<file path="src/rtl/accu_pkg.sv">
// Shared types for the multi-channel modular accumulator.
package accu_pkg;

    typedef enum logic [1:0] {
        OP_ADD  = 2'd0,
        OP_SUB  = 2'd1,
        OP_LOAD = 2'd2,
        OP_CLR  = 2'd3
    } op_e;

    typedef enum logic {
        MODE_WRAP = 1'b0,
        MODE_SAT  = 1'b1
    } mode_e;

    // Widest accumulator the result struct can carry; the ALU zero-extends into it.
    localparam int RES_W = 32;

    typedef struct packed {
        logic [RES_W-1:0] acc;
        logic             wrap;
    } res_t;

endpackage

</file>
<file path="src/rtl/accu_mc_alu.sv">
// Combinational next-value unit: (acc, d, op) -> {next, wrap}.
module accu_alu
    import accu_pkg::*;
#(
    parameter int              DW   = 16,
    parameter longint unsigned M    = 1000,
    parameter mode_e           MODE = MODE_WRAP
) (
    input  logic [DW-1:0] acc_i,
    input  logic [DW-1:0] d_i,
    input  op_e           op_i,
    output res_t          res_o
);

    // DW+1 bits hold both M (up to 2**DW) and the raw sum of two DW-bit values.
    localparam logic [DW:0] MV   = M[DW:0];
    localparam logic [DW:0] MMAX = MV - {{DW{1'b0}}, 1'b1};

    logic [DW:0] a_w;
    logic [DW:0] b_w;
    logic [DW:0] s_w;
    logic        wrap_w;

    // Compute the wrapped or clamped next accumulator value for the selected op.
    always_comb begin
        a_w    = {1'b0, acc_i};
        b_w    = {1'b0, d_i};
        s_w    = '0;
        wrap_w = 1'b0;
        unique case (op_i)
            OP_ADD: begin
                s_w = a_w + b_w;
                if (MODE == MODE_WRAP) begin
                    if (s_w >= MV) begin
                        s_w    = s_w - MV;
                        wrap_w = 1'b1;
                    end
                end else if (s_w > MMAX) begin
                    s_w    = MMAX;
                    wrap_w = 1'b1;
                end
            end
            OP_SUB: begin
                if (a_w < b_w) begin
                    wrap_w = 1'b1;
                    s_w    = (MODE == MODE_WRAP) ? (a_w + MV - b_w) : '0;
                end else begin
                    s_w = a_w - b_w;
                end
            end
            OP_LOAD: s_w = b_w;
            OP_CLR:  s_w = '0;
            default: s_w = '0;
        endcase
        // Truncation to DW keeps out-of-contract operands from growing the state.
        res_o              = '0;
        res_o.acc[DW-1:0]  = s_w[DW-1:0];
        res_o.wrap         = wrap_w;
    end

endmodule

</file>
<file path="src/rtl/accu_mc.sv">
// Multi-channel modular accumulator with a registered valid/ready result stream.
module accu_mc
    import accu_pkg::*;
#(
    parameter int              DW   = 16,
    parameter int              CH   = 4,
    parameter longint unsigned M    = 1000,
    parameter mode_e           MODE = MODE_WRAP,
    localparam int             CHW  = (CH > 1) ? $clog2(CH) : 1
) (
    input  logic           clk,
    input  logic           rst,
    input  logic           clr,
    input  logic           in_valid,
    output logic           in_ready,
    input  logic [CHW-1:0] in_ch,
    input  op_e            in_op,
    input  logic [DW-1:0]  in_d,
    output logic           out_valid,
    input  logic           out_ready,
    output logic [CHW-1:0] out_ch,
    output logic [DW-1:0]  out_acc,
    output logic           out_wrap
);

    logic [DW-1:0]  acc_q [CH];
    logic [DW-1:0]  acc_d [CH];
    logic           out_valid_q;
    logic [CHW-1:0] out_ch_q;
    logic [DW-1:0]  out_acc_q;
    logic           out_wrap_q;

    logic           accept;
    logic [DW-1:0]  cur;
    res_t           res;

    // No skid buffer: a new command is taken only when the output slot frees this cycle.
    assign in_ready = !out_valid_q || out_ready;
    assign accept   = in_valid && in_ready;

    // Select the operand; a simultaneous clear makes the target channel read as zero.
    always_comb begin
        cur = '0;
        if (!clr && (int'(in_ch) < CH)) begin
            cur = acc_q[in_ch];
        end
    end

    accu_alu #(
        .DW   (DW),
        .M    (M),
        .MODE (MODE)
    ) u_alu (
        .acc_i (cur),
        .d_i   (in_d),
        .op_i  (in_op),
        .res_o (res)
    );

    // Next channel state: clear everything, but an accepted result wins for its channel.
    always_comb begin
        for (int i = 0; i < CH; i++) begin
            acc_d[i] = clr ? '0 : acc_q[i];
            if (accept && (int'(in_ch) == i)) begin
                acc_d[i] = res.acc[DW-1:0];
            end
        end
    end

    // Channel register array.
    always_ff @(posedge clk or posedge rst) begin
        if (rst) begin
            for (int i = 0; i < CH; i++) begin
                acc_q[i] <= '0;
            end
        end else begin
            for (int i = 0; i < CH; i++) begin
                acc_q[i] <= acc_d[i];
            end
        end
    end

    // Output register: load on accept, drop valid after a handshake with nothing new.
    always_ff @(posedge clk or posedge rst) begin
        if (rst) begin
            out_valid_q <= 1'b0;
            out_ch_q    <= '0;
            out_acc_q   <= '0;
            out_wrap_q  <= 1'b0;
        end else if (accept) begin
            out_valid_q <= 1'b1;
            out_ch_q    <= in_ch;
            out_acc_q   <= res.acc[DW-1:0];
            out_wrap_q  <= res.wrap;
        end else if (out_ready) begin
            out_valid_q <= 1'b0;
        end
    end

    assign out_valid = out_valid_q;
    assign out_ch    = out_ch_q;
    assign out_acc   = out_acc_q;
    assign out_wrap  = out_wrap_q;

endmodule

</file>
<file path="config.mk">
export PLATFORM = sky130hd
export DESIGN_NAME = accu_mc
export DESIGN_NICKNAME = d
export VERILOG_FILES = /design/src/rtl/accu_pkg.sv /design/src/rtl/accu_mc_alu.sv /design/src/rtl/accu_mc.sv
export SDC_FILE = /design/constraint.sdc
export NUM_CORES = 1
export LEC_CHECK = 0
export ABC_AREA = 1
export CAP_MARGIN = 30
export CORE_MARGIN = 1
export CORE_UTILIZATION = 25
export CTS_CLUSTER_DIAMETER = 150
export DETAILED_ROUTE_END_ITERATION = 8
export GPL_ROUTABILITY_DRIVEN = 0
export PLACE_DENSITY = 0.51
export SYNTH_ARGS = -nofsm -noshare
export SYNTH_HDL_FRONTEND = slang
export SYNTH_SLANG_ARGS = --single-unit
export TNS_END_PERCENT = 5
</file>
<file path="constraint.sdc">
create_clock -name clk -period 4.9 [get_ports clk]
set_clock_uncertainty 0.05 [all_clocks]
set_input_delay 0.49 -clock clk [delete_from_list [all_inputs] [get_ports clk]]
set_output_delay 0.49 -clock clk [all_outputs]
set_load 0.05 [all_outputs]
</file>
==> results by group <==
Routing
  • Vias per cell: 4.701
  • DRT Wirelength: 24120 um
  • Routed Antenna Nets: 0
  • Pre-Repair DR Iteration Count: 5
  • Wirelength per Cell: 15.50 um
  • Via count: 7314
  • # DRC: 0
  • DRT iter0 DRCs: 531

Clock tree
  • Skew-Pair Late Insertion Delay: 0.34 ns
  • Clk sinks: 84
  • Root Buffer: clkbuf_16
  • Max clock buf depth: 2
  • Clk slew on worst S/H paths: 0.06 ns
  • Total CTS buffers: 9
  • TritonCTS clock tree: done
  • H-tree levels: 3

GRT
  • Gr usage total: 16.23%
  • Vias in the first global route: 7185
  • Initial antenna violation count: 0
  • Global-route wire length before repair: 38790 um
  • Overflow after GRT: 0
  • Largest net degree at the start of global routing: 44

Logic synthesis
  • Synth Flop Type: dfrtp_1
  • Yosys reg bits: 84
  • EDFF count, synth: 0
  • Register area share after synthesis: 28.56%
  • Post-synthesis average cell area: 6.666 um^2
  • Yosys warns: 0
  • Ys async rst share: 100.0%
  • Syn Std Cell Area: 0.007360 mm^2
  • Yosys cell types: 46
  • Post-Synthesis Net Count: 1186
  • Cells after Synth: 1104

Layout
  • Layout cells sized above 1: 10.58%
  • Final core utilization: 30.19%
  • Antenna cells: 0
  • Register area: 0.002102 mm^2
  • Most common cell after layout, fill and taps aside: nand2_1
  • Cell area after layout: 0.008711 mm^2
  • Fin nets: 1249
  • Layout area overhead: 18.36%
  • Most frequent cells in the layout: 382 x nand2_1, 130 x inv_1, 84 x dfrtp_1, 75 x nor2_1, 60 x a21oi_1
  • Multi-input gate area: 0.004558 mm^2
  • Filler instances: 3225

Setup path
  • Worst r2r src: acc_q[17]
  • Slowest stage delay, CP: 0.57 ns
  • Worst EP arrival: 4.67 ns
  • Required @ worst endpoint: 5.08 ns
  • Crit path top cell by count: nand2_1
  • Worst Path Max Fanout: 13
  • Critical path's slowest cell: clkdlybuf4s50_1
  • Worst Setup End Kind: flip-flop
  • Startpoint class of the critical path: primary input
  • Crit Path Class: primary input to flip-flop
  • Reg2reg path depth: 24
  • Crit. Startpoint: in_ch[1]

Floorplan
  • Die Y: 173.6 um
  • Die Width: 173.6 um
  • Core area: 0.02886 mm^2
  • Ports: 46
  • Number of cell rows: 62
  • Starting Density: 25.50%
  • Die area: 0.03013 mm^2

STA
  • Headroom to the max-slew limit: 46.78%
  • Slew @ Worst Pin: 0.7983 ns
  • Final setup viols: 0
  • Fin. Hold Viols: 0
  • Min Tclk post-route: 4.489 ns
  • Period utilisation layout: 91.61%
  • Max-slew violation count: 0
  • Final TNS setup: 0 ns
  • RSZ-0062 raised after global routing: no
  • Fmax: 222.8 MHz

Pwr
  • LEAKAGE: 4.566 nW
  • PwrDens: 264.5 mW/mm^2
  • Maximum VDD drop: 0.2641 mV

Worst hold path
  • Min-Delay Startpoint: acc_q[13]
  • Hold Path Class: flip-flop to flip-flop
  • Hold Crit Depth: 2

Place
  • Post-DP HPWL: 18950 um
  • Placed Area: 0.008429 mm^2
  • PortBufs: 45

Flow run
  • Total of max-cap violations: 0

Run status
  • Status: finished clean
[cell families (layout without fill, tap and decap cells)]
group,count (synthesis),after routing,share of synthesized area (%)
flops,84,84,28.56
fa+ha+maj,57,57,10.51
buf+inv,177,245,9.504
xor+xnor,26,26,3.349
simple gates,594,594,35.18
compound gates,166,166,12.90
[routing by layer]
layer	vias to the layer above	global-route usage (%)	wire (um)
met5	-	0	0
met4	0	3.618	297
met3	25	1.930	1224
met2	201	27.14	10950
met1	3454	22.31	11650
li1	3634	-	-
[critical path, delay by kind of cell]
kind,cells,cell delay (ns)
and+or+nand+nor,11,0.91
buffers and inverters,4,0.88
AOI/OAI and AO/OA,7,1.41
xor gates and xnor gates,1,0.17
adders and majority gates,3,0.81
[synth_stat cells (12+ instances only)]
master / instances / share of area, %
nand3_1: 59 / 4.0
clkbuf_1: 16 / 0.82
inv_1: 131 / 6.7
o21ai_0: 53 / 3.6
nand2_1: 382 / 19
nand2_2: 25 / 2.1
a21oi_1: 60 / 4.1
xor2_1: 19 / 2.3
inv_2: 12 / 0.61
dfrtp_1: 84 / 29
ha_1: 49 / 8.3
buf_2: 13 / 0.88
nor2_1: 75 / 3.8
nand4_1: 13 / 1.1
[per-stage QoR]
step,std cells,power [mW],hold slack [ns],setup slack [ns]
floorplan,1104,1.374,0.3937,1.018
detailed placement,1540,1.662,0.4096,0.01818
CTS,1556,2.318,0.4273,0.3625
finish,1556,2.304,0.4270,0.4109
global route,1556,2.437,0.4465,0.03233
global placement,1540,1.664,0.4096,0.05343
[flip-flops by register name, summed over array words and instances, names as in the netlist]
register and flops:
acc_q 64, out_acc 16, out_wrap 1, out_valid 1
out_ch 2
[final timing paths]
check	endpoint	slack, ns
setup / recovery	out_acc[11]	0.41
hold / removal	acc_q[13]	0.43
setup reg to reg	out_acc[11]	1.00
hold reg to reg	acc_q[13]	0.43
max in group asynchronous	acc_q[44]	3.19
min in group asynchronous	out_acc[2]	0.53
[layout make-up]
class,instances,share of cell area [%]
multi-input cells,843,52.33
well taps,384,5.516
flip-flops and latches,84,24.13
repair buffers,84,8.532
clock inverters,3,0.2442
clock buffers,13,2.988
inverters,145,6.263
[where the power goes]
part           leakage, nW  internal (mW)  switching, mW
clock network        0.136          0.371          0.273
logic                 3.30          0.284          0.589
registers             1.13          0.752         0.0355
[what timing repair did]
item                                    4_1_cts  5_1_grt
endpoints found under the setup margin        0        4
hold endpoints to repair                      0        0
hold buffers                                  0        0
resized for setup                             0        2
setup buffers                                 0        0
(Power assumes the default switching activity.)
